===== src/rtl/ui_input_conditioner.sv =====
// rtl/ui_input_conditioner.sv - synchronize, debounce and capture sticky events for board keys and switches
module ui_input_conditioner #(
    parameter int NKEYS      = 4,
    parameter int NSW        = 10,
    parameter int DEB_CYCLES = 255,
    parameter int CNT_BITS   = 8
) (
    input  logic             clk,
    input  logic             reset,
    input  logic [NKEYS-1:0] KEYS,
    input  logic [NSW-1:0]   SWITCHES,
    input  logic             clrEn,
    input  logic [NKEYS-1:0] clrKeyMask,
    input  logic             clrSw,
    output logic [NKEYS-1:0] keyValue,
    output logic [NSW-1:0]   switchValue,
    output logic [NKEYS-1:0] keyEvent,
    output logic [NKEYS-1:0] keyOverrun,
    output logic             swChanged,
    output logic             irq
);

    // Keys and switches share one debounce datapath; keys occupy the low bits.
    localparam int NB = NKEYS + NSW;
    // Keys idle high (released), switches idle low.
    localparam logic [NB-1:0] RST_V = {{NSW{1'b0}}, {NKEYS{1'b1}}};
    localparam logic [CNT_BITS-1:0] CNT_LAST = CNT_BITS'(DEB_CYCLES - 1);

    logic [NB-1:0]       raw;
    logic [NB-1:0]       sync1_q;
    logic [NB-1:0]       sync2_q;
    logic [NB-1:0]       deb_q;
    logic [NB-1:0]       deb_d;
    logic [CNT_BITS-1:0] cnt_q [NB];
    logic [CNT_BITS-1:0] cnt_d [NB];

    logic [NKEYS-1:0]    key_event_q;
    logic [NKEYS-1:0]    key_event_d;
    logic [NKEYS-1:0]    key_ovr_q;
    logic [NKEYS-1:0]    key_ovr_d;
    logic                sw_changed_q;
    logic                sw_changed_d;

    logic [NKEYS-1:0]    key_fall;
    logic [NKEYS-1:0]    key_clr;
    logic                sw_delta;

    assign raw = {SWITCHES, KEYS};

    // Per-bit debounce: count consecutive cycles where s differs from d; any agreement restarts the count.
    always_comb begin
        deb_d = deb_q;
        for (int i = 0; i < NB; i++) begin
            cnt_d[i] = '0;
            if (sync2_q[i] != deb_q[i]) begin
                if (cnt_q[i] == CNT_LAST) begin
                    deb_d[i] = sync2_q[i];
                end else begin
                    cnt_d[i] = cnt_q[i] + CNT_BITS'(1);
                end
            end
        end
    end

    // Sticky events: a set on the same edge as a clear wins, and overrun looks at the pre-clear event bit.
    always_comb begin
        key_fall     = deb_q[NKEYS-1:0] & ~deb_d[NKEYS-1:0];
        sw_delta     = |(deb_q[NB-1:NKEYS] ^ deb_d[NB-1:NKEYS]);
        key_clr      = clrEn ? clrKeyMask : '0;
        key_ovr_d    = (key_ovr_q & ~key_clr) | (key_fall & key_event_q);
        key_event_d  = (key_event_q & ~key_clr) | key_fall;
        sw_changed_d = (sw_changed_q & ~(clrEn & clrSw)) | sw_delta;
    end

    // Synchronizers, debounce state and event registers.
    always_ff @(posedge clk or posedge reset) begin
        if (reset) begin
            sync1_q      <= RST_V;
            sync2_q      <= RST_V;
            deb_q        <= RST_V;
            key_event_q  <= '0;
            key_ovr_q    <= '0;
            sw_changed_q <= 1'b0;
            for (int i = 0; i < NB; i++) begin
                cnt_q[i] <= '0;
            end
        end else begin
            sync1_q      <= raw;
            sync2_q      <= sync1_q;
            deb_q        <= deb_d;
            key_event_q  <= key_event_d;
            key_ovr_q    <= key_ovr_d;
            sw_changed_q <= sw_changed_d;
            for (int i = 0; i < NB; i++) begin
                cnt_q[i] <= cnt_d[i];
            end
        end
    end

    assign keyValue    = deb_q[NKEYS-1:0];
    assign switchValue = deb_q[NB-1:NKEYS];
    assign keyEvent    = key_event_q;
    assign keyOverrun  = key_ovr_q;
    assign swChanged   = sw_changed_q;
    assign irq         = (|key_event_q) | sw_changed_q;

endmodule


===== config.mk =====
export PLATFORM = sky130hd
export DESIGN_NAME = ui_input_conditioner
export DESIGN_NICKNAME = d
export VERILOG_FILES = /design/src/rtl/ui_input_conditioner.sv
export SDC_FILE = /design/constraint.sdc
export NUM_CORES = 1
export LEC_CHECK = 0
export BUFFER_PORTS_ARGS = -buffer_cell sky130_fd_sc_hd__buf_2
export CAP_MARGIN = 20
export CORE_UTILIZATION = 50
export DETAILED_ROUTE_END_ITERATION = 12
export PLACE_DENSITY = 0.68
export REMOVE_ABC_BUFFERS = 1
export SYNTH_ARGS = -nofsm -noshare
export SYNTH_HDL_FRONTEND = slang
export SYNTH_SLANG_ARGS = --single-unit

===== constraint.sdc =====
create_clock -name clk -period 14.9 [get_ports clk]
set_input_delay 2.235 -clock clk [delete_from_list [all_inputs] [get_ports clk]]
set_output_delay 2.235 -clock clk [all_outputs]
set_load 0.01 [all_outputs]

==> results of run 1 <==
==> stage by stage <==
step	worst slack, ns	cell area [µm²]	utilization [%]
after global routing	11.19	7951	59.34
after floorplan	8.280	6955	-
after detailed placement	10.98	7413	55.32
after global placement	11.02	7413	55.32
final	11.46	7951	59.34
after CTS	11.43	7951	59.34
==> flip-flops by register name, indices dropped and copies added, names as in the netlist <==
name,count
keyOverrun,4
swChanged,1
keyEvent,4
sync2_q,14
deb_q,14
cnt_q,112
sync1_q,14
==> worst paths after layout <==
kind,endpoint,slack (ns),depth (start not counted),startpoint
setup reg to reg,swChanged$_DFF_PP0_,13.40,6,cnt_q[64]$_DFF_PP0_
hold / removal,sync2_q[11]$_DFF_PP0_,0.35,0,sync1_q[11]$_DFF_PP0_
setup / recovery,irq,11.46,3,keyEvent[2]$_DFF_PP0_
min in group asynchronous,keyOverrun[3]$_DFF_PP0_,1.98,2,reset
max in group asynchronous,cnt_q[28]$_DFF_PP0_,11.55,3,reset
hold reg to reg,sync2_q[11]$_DFF_PP0_,0.35,0,sync1_q[11]$_DFF_PP0_
==> cell families (layout without fill, tap and decap cells) <==
kind of cell,Yosys count,after routing
flops,163,163
xor+xnor,94,94
simple gates,269,269
buf+inv,15,93
compound gates,24,24
mux,14,14
fa+ha+maj,28,28
==> cell type report <==
cell class                      count  area (µm²)  area share [%]
Clock buffer                       19       452.9           5.696
Clock inverter                     13       85.08           1.070
Timing Repair Buffer               46       232.7           2.927
Tap cell                          176       220.2           2.769
Inverter                           15       61.31          0.7710
Multi-Input combinational cell    429        2805           35.28
Sequential cell                   163        4094           51.49
==> report_power, final <==
group          switching (mW)  internal [mW]  total (mW)
logic                  0.0233         0.0130      0.0363
clock network           0.169          0.220       0.390
registers              0.0145          0.457       0.471
==> layout by cell type (no fill, tap or decap), types with 7 or more instances in the layout <==
cell	count
dfrtp_1	151
nor2_1	117
xor2_1	77
nand3_1	52
buf_2	45
nand2_1	36
ha_1	28
xnor2_1	17
and3_1	17
clkbuf_16	17
nand4_1	16
inv_1	14
mux2_2	14
dfstp_2	12
and4_1	11
clkinv_2	7
==> worst max-delay path, cell delays in order, from the launching register on <==
cell	delay, ns
dfrtp_1	0.40
nor3_1	0.19
nand2_1	0.07
buf_2	0.13
==> per-layer routing <==
layer | up-vias | share of wire (%) | track usage [%]
li1 | 2177 | - | -
met1 | 2135 | 46 | 22.63
met2 | 75 | 49 | 29.13
met3 | 12 | 3.9 | 4.800
met4 | 0 | 1.2 | 6.797
met5 | - | 0 | 0
==> results.toml, run 1 <==
[die]
die_w_um = 119.9
ios = 46
chipHeight_um = 119.9
rows = 42
core_area_mm2 = 0.01340
start_util_pct = 51.90
dieArea_mm2 = 0.01439

[clocking]
post_cts_resized = 0
insertion_delay_ns = 0.42
postCtsSetupBuffers = 0
cts_buffers = 17
hold_buffers = 0
clock_sinks = 163
cts_root_buf = "clkbuf_16"
clockBufferDepth = 2
cts.clk_slew.worst_paths_ns = 0.06
h-tree-depth = 4
tritoncts = "built"

[global_routing]
track_usage_pct = 17.84
grt_pass1_wl_um = 20220
antenna_found_initial = 0
grt-ovfl-total = 0
grt_max_degree = 93
grt_pass1_vias = 4574

[synth]
synth_seq_cells = 163
syn_avg_cell_area_um2 = 11.46
async_flop_share_pct = 100.0
synth_mux_area_share_pct = 2.267
synth_xor_xnor_area_share_pct = 11.84
synth_top_cell_by_area = "dfrtp_1"
synth_top_family_by_area = "simple AND/OR/NAND/NOR gates"
syn_inst = 607
post-synth-top-count-cell = "dfrtp_1"
synth_edf_count = 0
synthTopCellsByCount = "dfrtp_1, nor2_1, xor2_1, nand3_1, nand2_1"
ys_top_cells_by_area = "dfrtp_1, xor2_1, nor2_1"
syn_area_mm2 = 0.006955
yosysTopAreaCellShare_pct = 54.33
ys_warn_count = 0
synth-simple-area-share_pct = 18.76
synth_compound_area_share_pct = 2.428
synth-adder-area-share_pct = 5.037
yosysUniqueCellTypes = 32
synth_ff_type = "dfrtp_1"
synth_seq_area_share_pct = 58.86

[pwr]
power_mw = 0.8973
leakage_nw = 3.865
ir_worst_vdd_mv = 0.08428
pwr_density_cell_mw_per_mm2 = 112.8

[drt]
drtIter0Drc = 221
dr.pass1.iters = 4
wl_per_cell_um = 13.06
drc = 0
totalWireLength_um = 11250
detail-route-antenna-nets = 0
via_per_inst = 5.109
vias = 4399

[setup_path]
required_ns = 12.66
crit_type = "flop to output port"
worst_setup_path_end_kind = "output port"
worstPathMaxFanout = 4
crit_path_start_kind = "flop"
arrival_ns = 1.20

[sta]
rsz0062_at_grt = "no"
fin_tns_setup_ns = 0
slew_headroom_pct = 43.00
worst_pin_slew_ns = 0.8551
slew_viol_final = 0
finalCritPeriodShare_pct = 23.09
timing.fmax_mhz = 290.7
layout_min_cycle_time_ns = 3.440
final.setup_skew_ns = 0.006913
setup_viol = 0
hold_viol = 0
hold_ws_ns = 0.3479

[final_layout]
n_antenna_cell = 0
nets = 722
area_growth_syn_to_layout_pct = 14.32
num-fill-cells = 1115
drive_above_1_share_pct = 17.37
layoutNonFillerInstCount = 861

[place]
gp_congestion = 0.7915
hpwl_um = 7598
portBuffers = 45
post-place-cells = 829

[min_path]
hold_path_class = "flop to flop"

[job]
max-cap-violations = 0

[run_status]
status = "complete, no violations"
(Power assumes the default switching activity.)
==> inputs of run 2 (changes only) <==
Clock period 14.9 ns to 3.3 ns, I/O delays scaled along.
==> run 2 against run 1 <==
Net effect:
- register-to-register slack lost 12 ns
- hold slack lost 0.17 ns
- critical path depth is the same
- clock power grew to 4.8 times the previous value
- largest cell class unchanged
- largest power group unchanged
- critical endpoint unchanged
==> results.toml, run 2 (synthesis results as in run 1) <==
[drt]
drc = 0
detail-route-antenna-nets = 0
vias = 4408
wl_per_cell_um = 13.03
totalWireLength_um = 11220
via_per_inst = 5.120
drtIter0Drc = 281
dr.pass1.iters = 4

[setup_path]
arrival_ns = 1.20
rr_worst_depth = 6
reg2reg_from = "cnt_q[104]$_DFF_PP0_"
crit_type = "flop to output port"
crit_path_start_kind = "flop"
rrSetupSlack_ns = 1.83
worst_setup_path_end_kind = "output port"
rr_endpoint = "cnt_q[111]$_DFF_PP0_"
required_ns = 2.80
worstPathMaxFanout = 4

[job]
max-cap-violations = 0

[place]
hpwl_um = 7473
place_area_mm2 = 0.007433
portBuffers = 45
gp_congestion = 0.7980

[clocking]
post_cts_resized = 0
clockBufferDepth = 2
tritoncts = "built"
clock_sinks = 163
hold_buffers = 0
postCtsSetupBuffers = 0
h-tree-depth = 4
cts_root_buf = "clkbuf_16"
cts_buffers = 17
insertion_delay_ns = 0.42
cts.clk_slew.worst_paths_ns = 0.06

[final_layout]
layout_commonest_cell = "dfrtp_1"
largest_reg_flops = 112
n_antenna_cell = 0
largest_register = "cnt_q"
area_growth_syn_to_layout_pct = 15.06
nets = 723
drive_above_1_share_pct = 17.08
fin_area_mm2 = 0.008003
final_cell_mix = "dfrtp_1, nor2_1, xor2_1"
num-fill-cells = 1091

[pwr]
pwr_density_cell_mw_per_mm2 = 522.0
leakage_nw = 3.884
ir_worst_vdd_mv = 0.3681

[sta]
final.setup_skew_ns = 0.008046
timing.fmax_mhz = 589.1
slew_viol_final = 0
fin_tns_setup_ns = 0
slew_headroom_pct = 48.55
hold_ws_ns = 0.1765
layout_min_cycle_time_ns = 1.697
rsz0062_at_grt = "no"
finalCritPeriodShare_pct = 51.44
setup_viol = 0
hold_viol = 0
worst_pin_slew_ns = 0.7718

[die]
core_area_mm2 = 0.01340
ios = 46
chipHeight_um = 119.9
die_w_um = 119.9
start_util_pct = 51.90
dieArea_mm2 = 0.01439
rows = 42

[min_path]
hold_depth = 1
min-delay-start = "KEYS[1]"
min_to = "sync1_q[1]$_DFF_PP1_"
hold_path_class = "primary input to flop"

[global_routing]
track_usage_pct = 17.77
antenna_found_initial = 0
grt_max_degree = 88
grt_pass1_vias = 4438
grt_pass1_wl_um = 20020
grt-ovfl-total = 0

[run_status]
status = "complete, no violations"
## run 2: area by class of cell
class	count	area (µm²)	area share [%]
clock inverters	10	108.9	1.360
inverters	15	61.31	0.7661
multi-input cells	429	2805	35.05
well taps	176	220.2	2.752
repair buffers	47	252.7	3.158
clock buffers	21	460.4	5.754
flip-flops and latches	163	4094	51.16
## run 2: how the worst max path moves through the flow
stage                           from                    to
5_1_grt        keyEvent[2]$_DFF_PP0_                   irq
6_report       keyEvent[2]$_DFF_PP0_                   irq
2_1_floorplan                  reset    cnt_q[0]$_DFF_PP0_
3_3_place_gp                   reset  sync2_q[0]$_DFF_PP1_
3_5_place_dp                   reset  sync2_q[0]$_DFF_PP1_
4_1_cts        keyEvent[2]$_DFF_PP0_                   irq
## run 2: where the power goes
group	leakage [nW]	internal (mW)	switching (mW)
sequential	2.15	2.06	0.0649
combinational	1.45	0.0608	0.107
clock	0.278	1.14	0.740
total	3.88	3.27	0.911
## run 2: metrics by stage
step / instances / setup WS (ns) / utilization (%) / total power [mW]
global route: 861 / 1.486 / 59.72 / 4.367
floorplan: 607 / -1.580 / - / 2.269
CTS: 861 / 1.568 / 59.72 / 4.239
finish: 861 / 1.603 / 59.72 / 4.177
global placement: 830 / 1.770 / 55.47 / 2.323
detailed placement: 830 / 1.742 / 55.47 / 2.334
## run 2: routing by layer
metal | routed length [µm] | vias to the layer above | GRT usage, %
li1 | - | 2181 | -
met1 | 5347 | 2152 | 22.74
met2 | 5251 | 59 | 27.98
met3 | 437 | 16 | 5.513
met4 | 183 | 0 | 7.344
met5 | 0 | - | 0
## run 2: worst max-delay path, stage by stage (launching register included)
cell	delay (ns)
dfrtp_1	0.40
nor3_1	0.18
nand2_1	0.07
buf_2	0.13
==> inputs of run 3 (changes only) <==
Settings changed: PLACE_DENSITY 0.68 to 0.7.
Clock period 3.3 ns to 1.5 ns, I/O delays scaled along.
==> run 3 against run 2 <==
Net effect:
- cell count is 3.6% higher
- routed wire length is 5.7% higher
- sequential share of layout area is 2.2 points lower
- critical endpoint is now keyOverrun[0]$_DFF_PP0_
==> results.toml, run 3 (synthesis results as in run 1) <==
[die]
ios = 46
chipHeight_um = 119.9
core_area_mm2 = 0.01340
start_util_pct = 51.90
die_w_um = 119.9
rows = 42
dieArea_mm2 = 0.01439

[final_layout]
layout_commonest_cell = "dfrtp_1"
largest_reg_flops = 112
area_growth_syn_to_layout_pct = 20.20
nets = 753
n_antenna_cell = 0
largest_register = "cnt_q"
drive_above_1_share_pct = 19.13
final_cell_mix = "dfrtp_1, nor2_1, xor2_1"

[place]
dp_slack_ns = 0.07012
gp_congestion = 0.8019
hpwl_um = 8098
portBuffers = 45

[clocking]
clockBufferDepth = 2
h-tree-depth = 4
insertion_delay_ns = 0.42
cts_buffers = 17
cts_root_buf = "clkbuf_16"
cts.clk_slew.worst_paths_ns = 0.06
tritoncts = "built"
clock_sinks = 163

[setup_path]
path_cells = "inv_1, ha_1, nand3_1, or3_4, nor3b_4, a22o_2"
crit_type = "flop to flop"
required_ns = 1.86
max_stage_delay_ns = 0.38
worstPathMaxFanout = 3
worst_setup_path_end_kind = "flop"
crit_path_start_kind = "flop"
arrival_ns = 1.80
slowest_stage = "dfrtp_1"

[run_status]
status = "complete, no violations"

[sta]
rsz0062_at_grt = "yes"
setup_viol = 0
worst_pin_slew_ns = 0.3815
layout_min_cycle_time_ns = 1.444
slew_viol_final = 0
hold_viol = 0
slew_headroom_pct = 74.55
fin_ws_ns = 0.05574
final.setup_skew_ns = 0.007686
fin_tns_setup_ns = 0
finalCritPeriodShare_pct = 96.28
timing.fmax_mhz = 692.4

[global_routing]
grt_pass1_wl_um = 20970
antenna_found_initial = 0
grt_max_degree = 39
grt-ovfl-total = 0
grt_pass1_vias = 4721
track_usage_pct = 18.36

[drt]
totalWireLength_um = 11860
via_per_inst = 5.113
drtIter0Drc = 190
wl_per_cell_um = 13.30
vias = 4561
detail-route-antenna-nets = 0
drc = 0
dr.pass1.iters = 4

[pwr]
pwr_density_cell_mw_per_mm2 = 1148
leakage_nw = 4.068
power_mw = 9.595
ir_worst_vdd_mv = 1.114

[min_path]
hold_path_class = "primary input to flop"

[job]
max-cap-violations = 0
-- run 3: cell count changes in the layout (fill, tap and decap cells not counted), sizes merged --
cell         delta
bufinv          +1
clkinv          -2
buf            +15
dlygate4sd3    +15
clkbuf          +2
-- run 3: repair_timing --
item / CTS / global route
buffers inserted: 0 / 0
hold endpoints to repair: 39 / 0
hold buffers: 15 / 0
gates resized for setup: 0 / 4
setup endpoints to repair: 0 / 17
-- run 3: per-stage QoR --
step	utilization (%)	std cells	hold WS, ns	cell area (µm²)
2_1_floorplan	-	607	0.2295	6955
3_3_place_gp	56.50	845	0.2517	7571
3_5_place_dp	56.50	845	0.2610	7571
4_1_cts	62.27	892	0.1090	8344
5_1_grt	62.39	892	0.1270	8361
6_report	62.39	892	0.1237	8361
-- run 3: layout make-up --
type	count	area, µm²
Fill cell	1077	5040
Sequential cell	163	4094
Multi-Input combinational cell	429	2821
Timing Repair Buffer	77	540.5
Clock buffer	23	498.0
Tap cell	176	220.2
Clock inverter	9	125.1
Inverter	15	61.31
-- run 3: worst max-delay path: cells and delay by family, from the launching register on --
family / cells / cell delay, ns
buffers and inverters: 1 / 0.06
AO/OA/AOI/OAI: 1 / 0.17
AND/OR/NAND/NOR: 3 / 0.64
flip-flops: 1 / 0.38
adder cells (fa/ha/maj): 1 / 0.14
-- run 3: power by group --
part,leakage (nW),internal [mW],switching [mW]
clock,0.305,2.83,1.63
combinational,1.61,0.199,0.268
sequential,2.15,4.54,0.130
total,4.07,7.57,2.03
-- run 3: path summary, 6_finish.rpt --
path	startpoint	end	slack (ns)	depth (start not counted)
max	cnt_q[104]$_DFF_PP0_	keyOverrun[0]$_DFF_PP0_	0.06	6
min	clrKeyMask[1]	keyEvent[1]$_DFF_PP0_	0.12	3
max reg2reg	cnt_q[104]$_DFF_PP0_	keyOverrun[0]$_DFF_PP0_	0.06	6
min reg2reg	sync1_q[7]$_DFF_PP0_	sync2_q[7]$_DFF_PP0_	0.35	0
max in group asynchronous	reset	deb_q[3]$_DFF_PP1_	0.55	4
min in group asynchronous	reset	cnt_q[102]$_DFF_PP0_	0.37	3
-- run 3: metal layers --
metal  routed length, µm  share of wire, %  global-route usage [%]
met3                 428               3.6                   5.561
met2                5780                49                   30.03
met4                 110              0.93                   5.938
met1                5542                47                   23.27
met5                   0                 0                       0
